**config.mk**
```make
export PLATFORM = sky130hd
export DESIGN_NAME = riscv_core_fetch_buffer
export DESIGN_NICKNAME = d
export VERILOG_FILES = /design/src/rtl/riscv_core_fetch_buffer.sv
export SDC_FILE = /design/constraint.sdc
export NUM_CORES = 1
export LEC_CHECK = 0
export ABC_AREA = 1
export BUFFER_PORTS_ARGS = -buffer_cell sky130_fd_sc_hd__buf_2
export CAP_MARGIN = 10
export CORE_UTILIZATION = 35
export DETAILED_ROUTE_END_ITERATION = 7
export PLACE_DENSITY = 0.56
export SETUP_SLACK_MARGIN = 0.3
export SYNTH_ARGS = -nofsm -noshare
export SYNTH_HDL_FRONTEND = slang
export SYNTH_SLANG_ARGS = --single-unit
```
**constraint.sdc**
```tcl
create_clock -name clk -period 2.3 [get_ports clk]
set_input_delay 0 -clock clk [delete_from_list [all_inputs] [get_ports clk]]
set_output_delay 0 -clock clk [all_outputs]
set_load 0.02 [all_outputs]
```
**src/rtl/riscv_core_fetch_buffer.sv**
```systemverilog
// riscv_core_fetch_buffer
// Fetch stage for the 5-stage core. It issues sequential instruction-memory
// requests and queues the in-order responses, tagged with their PCs, in a
// DEPTH-entry FIFO whose head feeds Decode. A redirect from X flushes the
// FIFO and discards every response that is still in flight.
module riscv_core_fetch_buffer #(
  parameter int unsigned DEPTH        = 4,
  parameter logic [31:0] RESET_VECTOR = 32'h0008_0000
) (
  input  logic        clk,
  input  logic        reset,
  output logic        imemreq_val,
  input  logic        imemreq_rdy,
  output logic [31:0] imemreq_msg_addr,
  input  logic        imemresp_val,
  input  logic [31:0] imemresp_msg_data,
  input  logic        pc_redirect_val,
  input  logic [31:0] pc_redirect_target,
  output logic        inst_val_Dhl,
  input  logic        inst_rdy_Dhl,
  output logic [31:0] inst_Dhl,
  output logic [31:0] pc_Dhl
);

  localparam int unsigned PW = $clog2(DEPTH);
  localparam int unsigned CW = PW + 1;
  localparam logic [CW:0]   CREDIT_LIMIT = (CW+1)'(DEPTH);
  localparam logic [CW-1:0] CNT_ONE      = CW'(1'b1);
  localparam logic [PW-1:0] PTR_ONE      = PW'(1'b1);

  logic [31:0]   fetch_pc_q, fetch_pc_d;
  logic [31:0]   resp_pc_q, resp_pc_d;
  logic [CW-1:0] count_q, count_d;
  logic [CW-1:0] outst_q, outst_d;
  logic [CW-1:0] drop_q, drop_d;
  logic [PW-1:0] head_q, head_d;
  logic [PW-1:0] tail_q, tail_d;
  logic [31:0]   inst_mem_q [DEPTH];
  logic [31:0]   pc_mem_q   [DEPTH];

  logic          credit_ok;
  logic          req_fire;
  logic          push;
  logic          pop;

  // Requests need a free credit: buffered plus outstanding must stay below DEPTH.
  // The reset term keeps the request line quiet while reset is held.
  always_comb begin
    credit_ok        = (({1'b0, count_q} + {1'b0, outst_q}) < CREDIT_LIMIT);
    imemreq_val      = reset && !pc_redirect_val && credit_ok;
    imemreq_msg_addr = fetch_pc_q;
    inst_val_Dhl     = (count_q != '0);
    inst_Dhl         = inst_mem_q[head_q];
    pc_Dhl           = pc_mem_q[head_q];
  end

  // Next-state for PCs, occupancy/credit counters, drop counter and pointers
  always_comb begin
    req_fire   = imemreq_val && imemreq_rdy;
    push       = imemresp_val && (drop_q == '0) && !pc_redirect_val;
    pop        = inst_val_Dhl && inst_rdy_Dhl && !pc_redirect_val;
    fetch_pc_d = fetch_pc_q;
    resp_pc_d  = resp_pc_q;
    count_d    = count_q;
    drop_d     = drop_q;
    head_d     = head_q;
    tail_d     = tail_q;
    outst_d    = outst_q;

    if (pc_redirect_val) begin
      // Flush: everything still in flight (minus a response landing now) is stale.
      fetch_pc_d = pc_redirect_target;
      resp_pc_d  = pc_redirect_target;
      count_d    = '0;
      head_d     = '0;
      tail_d     = '0;
      if (imemresp_val) begin
        drop_d = outst_q - CNT_ONE;
      end else begin
        drop_d = outst_q;
      end
    end else begin
      if (req_fire) begin
        fetch_pc_d = fetch_pc_q + 32'd4;
      end else begin
        fetch_pc_d = fetch_pc_q;
      end
      if (push) begin
        resp_pc_d = resp_pc_q + 32'd4;
        tail_d    = tail_q + PTR_ONE;
      end else begin
        resp_pc_d = resp_pc_q;
        tail_d    = tail_q;
      end
      if (pop) begin
        head_d = head_q + PTR_ONE;
      end else begin
        head_d = head_q;
      end
      if (imemresp_val && (drop_q != '0)) begin
        drop_d = drop_q - CNT_ONE;
      end else begin
        drop_d = drop_q;
      end
      case ({push, pop})
        2'b10:   count_d = count_q + CNT_ONE;
        2'b01:   count_d = count_q - CNT_ONE;
        default: count_d = count_q;
      endcase
    end

    // Every response retires one outstanding request, dropped or not.
    case ({req_fire, imemresp_val})
      2'b10:   outst_d = outst_q + CNT_ONE;
      2'b01:   outst_d = outst_q - CNT_ONE;
      default: outst_d = outst_q;
    endcase
  end

  // Control state: PCs, counters and FIFO pointers
  always_ff @(posedge clk or negedge reset) begin
    if (!reset) begin
      fetch_pc_q <= RESET_VECTOR;
      resp_pc_q  <= RESET_VECTOR;
      count_q    <= '0;
      outst_q    <= '0;
      drop_q     <= '0;
      head_q     <= '0;
      tail_q     <= '0;
    end else begin
      fetch_pc_q <= fetch_pc_d;
      resp_pc_q  <= resp_pc_d;
      count_q    <= count_d;
      outst_q    <= outst_d;
      drop_q     <= drop_d;
      head_q     <= head_d;
      tail_q     <= tail_d;
    end
  end

  // FIFO storage: accepted responses are written at the tail with their PC
  always_ff @(posedge clk or negedge reset) begin
    if (!reset) begin
      for (int i = 0; i < int'(DEPTH); i++) begin
        inst_mem_q[i] <= '0;
        pc_mem_q[i]   <= '0;
      end
    end else if (push) begin
      inst_mem_q[tail_q] <= imemresp_msg_data;
      pc_mem_q[tail_q]   <= resp_pc_q;
    end
  end

endmodule

```
==> impl.org, run 1 <==
** Status
- Run status :: completed

** Synth
- The number of nets in the synthesized netlist is 2084.
- Proportion of synthesized chip area in sequential cells :: 0.525
- Yosys mapped a number of flops with a built-in enable equal to 0.
- Number of synthesized register bits :: 333
- Synthesized area :: 15900 um2
- Share of synthesized flip-flops with an asynchronous set or reset :: 1.00
- In the synthesized netlist, the number of instances is 2000.
- The synthesized netlist contains 35 unique library cells.
- During synthesis, Yosys emitted a total of 0 warnings.
- The average instance in the mapped netlist occupies 7.94 um2.
- Flip-flop cell with the highest count after synthesis :: sky130_fd_sc_hd__dfrtp_1

** Routing
- After the first detailed-routing iteration, the DRC count stood at 1435.
- In the routed layout, each cell is associated on average with a via count of 5.20.
- Post-route DRC :: 0
- 1st-pass router iterations :: 5
- Dividing the detail-routed wire length by the instance count gives 18.4 um.
- The routed design has 52300 um of wire.
- Count of vias placed by the detailed router :: 14800
- Antenna violation net count after detailed routing :: 0

** Pwr
- Power Dens Cells :: 1130 nW/um2
- Max VDD drop :: 0.524 mV
- Reported leakage power :: 9.60 nW

** Clock network
- The later pin in the worst-skew pair is clocked with a latency of 560 ps.
- Clk buf depth :: 3
- CTS placed an instance of sky130_fd_sc_hd__clkbuf_16 at the clock tree root.
- Clock tree synthesis inserted a total of 41 buffers.
- The clock tree synthesis step divided the H-tree into 2 levels.
- TritonCTS built the clock tree.
- Clock sink count :: 333
- Clock slew seen by the registers of the worst setup and hold paths :: 60 ps

** Floorplan
- The floorplan has 77 rows.
- I/O Pins :: 168
- Core area :: 44500 um2
- Height of the chip :: 215 um
- Die area :: 46300 um2
- The die is 215 um wide.
- Starting utilization of the core area :: 0.357

** Layout
- Fraction of final layout cells sized beyond drive strength 1 :: 0.150
- Commonest non-fill, non-tap cells in the layout :: 523 x sky130_fd_sc_hd__nand2_1, 376 x sky130_fd_sc_hd__o21ai_0, 329 x sky130_fd_sc_hd__dfrtp_1, 208 x sky130_fd_sc_hd__nor2_1, 124 x sky130_fd_sc_hd__buf_2
- The net count of the finished layout is 2304.
- The repair_antennas step left the layout with diodes totalling 0.
- From synthesis to final layout, the design area changed by 27.9%.
- Fill cell total of the finished layout :: 4408
- The library cell used most frequently in the layout, excluding fill and tap cells, is sky130_fd_sc_hd__nand2_1.

** Job
- Max-cap violations in this run came to 0.

** Timing
- Least-Margin Pin Slew :: 972 ps
- Fmax :: 505 MHz
- Final hold vios :: 0
- Setup violations, final :: 0
- Worst Setup Slack, final :: 318 ps
- Worst hold slack across all endpoints :: 254 ps
- Max-Slew Margin vs Limit :: 0.352
- The clock arrives with 12.1 ps of skew.
- Setup tns final :: 0 ps
- The final number of max-transition violations was 0.
- RSZ-0062 raised after global routing :: yes
- Dividing the final minimum period by the clock period gives 0.862.
- The routed design could run at a clock period as short as 1980 ps.

** Worst setup path
- The worst setup path is captured at an output pin.
- Crit path required time :: 2300 ps
- CP max-delay cell :: sky130_fd_sc_hd__dfrtp_4
- Of all nets on the critical path, the largest fanout is 8.
- On the critical path the largest part of the delay comes from buffers and inverters.
- Kind of launch point of the worst setup path :: flop
- Worst path cell trace :: buf_12 > clkbuf_16 > nor2_1 > o22ai_1 > buf_2
- The critical path contains buffers and inverters numbering 3 combined.
- Data arrival at the endpoint of the critical path :: 1980 ps
- On the worst path, the slowest cell contributes a delay of 580 ps.
- Critical path class :: reg2out

** Place
- Count of input and output buffers :: 167
- At the end of routability-driven placement, the weighted congestion stood at 0.890.
- Pre-CTS setup slack :: 289 ps
- The HPWL after detailed placement is 29000 um.

** GRT
- The first global-routing pass estimated 77100 um of wire.
- In the global route stage, met2 resource usage came out at 0.326.
- Vias in the first global route :: 14000
- Aggregate global routing overflow :: 0
- In the global route stage, met1 resource usage came out at 0.296.
- For this run, global-route usage on met3 was measured as 0.0313.
- Total global routing track utilization :: 0.209
- The number of antenna violations at the first check in global routing is 0.
- Entering global routing, the biggest net connects 173 pins.
- met2 is the most crowded layer.

** Worst hold path
- Min-delay worst type :: in2async
==> per-stage QoR <==
| step | area, um2 | power [mW] | utilization | std cells |
|---|---|---|---|---|
| final | 20300 | 22.9 | 0.457 | 2841 |
| after global routing | 20300 | 24.2 | 0.457 | 2841 |
| after CTS | 19600 | 21.9 | 0.441 | 2819 |
| after detailed placement | 17400 | 15.0 | 0.390 | 2670 |
| after global placement | 17400 | 14.8 | 0.390 | 2670 |
| after floorplan | 15900 | 12.4 | - | 2000 |
==> synthesized netlist by cell type, types with 4 or more instances <==
library cell	number	area (um2)
sky130_fd_sc_hd__o211ai_1	16	120
sky130_fd_sc_hd__o21ai_1	7	35.0
sky130_fd_sc_hd__nand2_1	527	1980
sky130_fd_sc_hd__nor2_1	213	800
sky130_fd_sc_hd__buf_2	22	110
sky130_fd_sc_hd__xor2_1	14	123
sky130_fd_sc_hd__xnor2_1	9	78.8
sky130_fd_sc_hd__clkbuf_1	85	319
sky130_fd_sc_hd__o22ai_1	66	413
sky130_fd_sc_hd__inv_1	125	469
sky130_fd_sc_hd__nand4_1	19	119
sky130_fd_sc_hd__o21ai_0	422	2110
sky130_fd_sc_hd__nor3_1	9	45.0
sky130_fd_sc_hd__dfrtp_1	331	8280
sky130_fd_sc_hd__a21oi_1	24	120
sky130_fd_sc_hd__nand3_1	63	315
sky130_fd_sc_hd__ha_1	13	163
sky130_fd_sc_hd__nor2_2	4	25.0
sky130_fd_sc_hd__buf_1	5	18.8
==> layer usage <==
metal  vias to the layer above  share of wire
li1                       7046              -
met2                       545           0.46
met3                        76          0.062
met1                      7109           0.46
met5                         -              0
met4                         0          0.025
==> final timing paths <==
kind                       slack (ps)              endpoint  cells after the start                    from
hold / removal                    250        inst_mem_q[88]                      3                   reset
setup reg to reg                  340          resp_pc_q[6]                      7               drop_q[0]
setup / recovery                  320          inst_Dhl[29]                      5               head_q[0]
max in group asynchronous        1240             head_q[1]                      3                   reset
min in group clk                  260  imemreq_msg_addr[17]                      4  pc_redirect_target[17]
hold reg to reg                   470   imemreq_msg_addr[0]                      2     imemreq_msg_addr[0]
==> what timing repair did <==
action	in CTS	in global routing
hold buffers	72	0
setup endpoints to repair	66	332
hold endpoints to repair	531	0
pin swaps	2	18
resized for setup	26	128
cloned	4	18
buffers inserted	1	4
==> where the power goes <==
group / switching (mW) / internal [mW] / total [mW] / leakage, nW
logic: 5.15 / 3.26 / 8.41 / 4.55
registers: 0.960 / 7.16 / 8.12 / 4.40
clock network: 2.51 / 3.82 / 6.33 / 0.645
==> cells by family (layout without fill, tap and decap cells) <==
| group | Yosys count | in the layout | share of synthesized area |
|---|---|---|---|
| flip-flops | 333 | 333 | 0.525 |
| XOR/XNOR | 23 | 23 | 0.0127 |
| AO/OA/AOI/OAI | 542 | 542 | 0.180 |
| buffers and inverters | 243 | 492 | 0.0601 |
| adder cells (fa/ha/maj) | 14 | 14 | 0.0115 |
| AND/OR/NAND/NOR | 845 | 845 | 0.212 |
==> area by class of cell <==
type / instances / area, um2 / area share
Tap cell: 592 / 741 / 0.0365
Timing Repair Buffer: 290 / 2580 / 0.127
Inverter: 129 / 508 / 0.0250
Clock inverter: 6 / 68.8 / 0.00339
Timing Repair inverter: 1 / 11.3 / 0.000554
Clock buffer: 66 / 1250 / 0.0616
Sequential cell: 333 / 8340 / 0.410
Multi-Input combinational cell: 1424 / 6820 / 0.336
==> flip-flops by register name, summed over array words and instances, names as in the netlist <==
| signal | count |
|---|---|
| count_q | 3 |
| drop_q | 3 |
| head_q | 2 |
| imemreq_msg_addr | 32 |
| inst_mem_q | 128 |
| outst_q | 3 |
| pc_mem_q | 128 |
| resp_pc_q | 32 |
| tail_q | 2 |
==> worst min-delay path, stage by stage <==
cell	delay, ps
sky130_fd_sc_hd__dlygate4sd3_1	570
sky130_fd_sc_hd__buf_8	170
sky130_fd_sc_hd__buf_4	540
Note: power is estimated with default switching activity, not from simulation.
==> inputs of run 2 (changes only) <==
Settings changed: MAX_ROUTING_LAYER from default to met4.
==> impl.org, run 2 (synthesized netlist as in run 1, its figures left out) <==
** Status
- Run status: completed (unchanged).

** Worst setup path
- Crit path required time :: 2300 ps (about the same)
- Worst path cell trace: buf_6 > clkbuf_16 > o21ai_0 > o22ai_1 > buf_2 (was buf_12 > clkbuf_16 > nor2_1 > o22ai_1 > buf_2).
- Critical path class :: reg2out (unchanged)
- The startpoint kind of the worst setup timing path is a flop (unchanged).
- Worst path bufs/invs :: 3 (unchanged)
- The maximum fanout along the worst path came to 8 (unchanged).
- Critical path depth :: 5 (unchanged)
- The critical path endpoint is inst_Dhl[23] (was inst_Dhl[29]).
- The delay of the slowest cell on the worst path is 500 ps (was 580 ps).
- The count of cells along the worst register-to-register path was 9 (was 7).
- The end of the worst register-to-register path is count_q[2] (was resp_pc_q[6]).
- CP delay by family, top :: buffers and inverters (unchanged)
- The cell with the largest stage delay on the worst path was sky130_fd_sc_hd__dfrtp_4 (unchanged).
- The worst reg-to-reg setup slack is 370 ps (was 340 ps).
- The launching element of the worst setup path was head_q[0] (unchanged).
- Worst reg2reg path startpoint :: drop_q[0] (unchanged)
- The arrival time reported for the critical path endpoint was 1960 ps (was 1980 ps).
- The endpoint kind of the worst setup timing path is an output pin (unchanged).

** Pwr
- Fraction of power consumed by combinational cells :: 0.358 (was 0.368)
- The fraction of power spent switching nets was 0.378 (was 0.377).
- Power Dens Cells :: 1110 nW/um2 (was 1130 nW/um2)
- Reported leakage power :: 9.47 nW (was 9.60 nW)
- Switching power of the nets :: 8.32 mW (was 8.62 mW)
- Cell internal power dissipation :: 13.7 mW (was 14.2 mW)
- Clock network fraction of total power :: 0.274 (was 0.277)
- The highest ir drop seen on vdd was 0.527 mV (was 0.524 mV).
- The sequential cell fraction of total power was 0.367 (was 0.355).

** GRT
- The wire length of the first global-routing pass came to 77800 um (was 77100 um).
- The number of antenna violations at the first check in global routing was 0 (unchanged).
- The pin count of the biggest net entering global routing came to 167 (was 173).
- Aggregate global routing overflow :: 0 (unchanged)
- Total global routing track utilization :: 0.217 (was 0.209)
- The via count of the first global-routing pass was 13900 (was 14000).

** Routing
- DR iter-0 viols :: 1317 (was 1435)
- 1st-pass router iterations :: 5 (unchanged)
- Final routed wire length divided by cell count :: 17.6 um (was 18.4 um)
- Count of vias placed by the detailed router :: 14500 (was 14800)
- The number of vias per cell is 5.13 (was 5.20).
- The post-route antenna net violation count is 0 (unchanged).
- Post-route DRC :: 0 (unchanged)
- The wire length reported by the detailed router was 50000 um (was 52300 um).

** Clock network
- Total clock buffers created by CTS :: 39 (was 41)
- Clock latency reported for the late side of the worst-skew pair :: 550 ps (was 560 ps)
- The clock transition at the register clock pins on the worst setup and hold paths after CTS came to 60 ps (about the same).
- Number of H-tree levels :: 2 (unchanged)
- Clk buf depth :: 3 (unchanged)
- CTS tree :: yes (unchanged)
- Root cell of the clock tree :: sky130_fd_sc_hd__clkbuf_16 (unchanged)
- The clock sink total came to 333 (unchanged).

** Layout
- Antenna diodes :: 0 (unchanged)
- Largest registers :: inst_mem_q x128, pc_mem_q x128 (unchanged)
- The post-layout net count came to 2298 (was 2304).
- The fraction of layout cells with a size suffix above 1 is 0.138 (was 0.150).
- Post-synthesis to final-layout area growth :: 25.4% (was 27.9%)
- The final instance area came to 19900 um2 (was 20300 um2).
- Fraction of the core area covered by cells at the end of the flow :: 0.448 (was 0.457)
- Most common library cell in the layout ignoring fill and taps :: sky130_fd_sc_hd__nand2_1 (unchanged)
- Commonest non-fill, non-tap cells in the layout: 523 x sky130_fd_sc_hd__nand2_1, 404 x sky130_fd_sc_hd__o21ai_0, 329 x sky130_fd_sc_hd__dfrtp_1, 209 x sky130_fd_sc_hd__nor2_1, 149 x sky130_fd_sc_hd__buf_2 (was 523 x sky130_fd_sc_hd__nand2_1, 376 x sky130_fd_sc_hd__o21ai_0, 329 x sky130_fd_sc_hd__dfrtp_1, 208 x sky130_fd_sc_hd__nor2_1, 124 x sky130_fd_sc_hd__buf_2).
- The final cell count without fillers is 2832 (was 2841).

** Place
- Count of input and output buffers :: 167 (unchanged)
- The detailed placer's ending HPWL came to 28800 um (was 29000 um).
- Area post-placement :: 17400 um2 (about the same)
- The cell count after placement came to 2672 (was 2670).
- Final weighted congestion of routability-driven global placement :: 0.885 (was 0.890)

** Floorplan
- The placement row count was 77 (unchanged).
- Starting utilization of the core area :: 0.357 (unchanged)
- The floorplan die height is 215 um (unchanged).
- DIE WIDTH :: 215 um (unchanged)
- Die area :: 46300 um2 (unchanged)
- The number of top-level design ports is 168 (unchanged).
- The core outline area is 44500 um2 (unchanged).

** Worst hold path
- The classification of the worst-slack hold path is in2async (unchanged).

** Timing
- The tightest hold margin came to 150 ps (was 254 ps).
- The actual slew at the worst max-slew pin is 995 ps (was 972 ps).
- The total negative slack is 0 ps (unchanged).
- The post-route minimum period came to 1960 ps (was 1980 ps).
- Maximum clock skew at final layout :: 15.0 ps (was 12.1 ps)
- The number of setup violations in the final report came to 0 (unchanged).
- Fin. max-slew vios :: 0 (unchanged)
- Final hold vios :: 0 (unchanged)
- The ratio of final minimum period to clock period is 0.852 (was 0.862).
- The normalized max-slew margin is 0.337 (was 0.352).
- RSZ-0062 raised after global routing :: yes (unchanged)
- Fmax :: 511 MHz (was 505 MHz)

** Job
- The number of max-cap violations is 0 (unchanged).
[run 2: cell count changes in the layout (fill, tap and decap cells not counted), sizes merged, moves of 2 or more]
| cell | delta |
|---|---|
| clkinv | -3 |
| inv | +3 |
| clkbuf | -10 |
| dlygate4sd3 | -2 |
| buf | +3 |
[run 2: final cells by class]
cell class / instances / area, um2
Timing Repair inverter: 1 / 8.76
Sequential cell: 333 / 8340
Timing Repair Buffer: 286 / 2380
Clock buffer: 62 / 1170
Inverter: 129 / 505
Multi-Input combinational cell: 1424 / 6730
Fill cell: 4421 / 24600
Clock inverter: 5 / 61.3
Tap cell: 592 / 741
[run 2: tightest hold or removal path: stages]
cell                            delay [ps]
sky130_fd_sc_hd__dlygate4sd3_1         560
sky130_fd_sc_hd__buf_8                 150
sky130_fd_sc_hd__buf_4                 410
[run 2: layer usage]
metal	track usage	share of wire	vias up
met4	0.0586	0.020	0
li1	-	-	7032
met3	0.0292	0.059	67
met1	0.299	0.47	6957
met2	0.335	0.45	478
met5	-	0	-
[run 2: timing repair]
item / CTS / global route
endpoints found under the setup margin: 66 / 283
resized for setup: 21 / 57
gates cloned: 5 / 9
endpoints found under the hold margin: 474 / 0
pin swaps: 3 / 10
hold buffers: 70 / 0
buffers inserted: 3 / 6
[run 2: how the worst min path moves through the flow]
stage | cells past startpoint | to | slack [ps] | start
after global routing | 3 | resp_pc_q[1] | 190 | reset
after CTS | 3 | imemreq_msg_addr[0] | 150 | reset
final | 3 | resp_pc_q[1] | 150 | reset
after detailed placement | 2 | resp_pc_q[1] | 140 | reset
after global placement | 2 | resp_pc_q[1] | 140 | reset
after floorplan | 0 | count_q[0] | -300 | reset
[run 2: power by group through the flow]
stage	Sequential, mW	Clock (mW)	Combinational (mW)
2_1_floorplan	8.02	0	4.42
3_3_place_gp	8.10	0	6.72
3_5_place_dp	8.13	0	6.82
4_1_cts	8.05	6.17	7.36
5_1_grt	8.26	6.41	8.68
6_report	8.09	6.05	7.89
[run 2: through the flow]
stage | power, mW | worst slack, ps
after floorplan | 12.4 | 362
after global placement | 14.8 | 284
after detailed placement | 15.0 | 272
after CTS | 21.6 | 239
after global routing | 23.4 | 243
final | 22.0 | 341
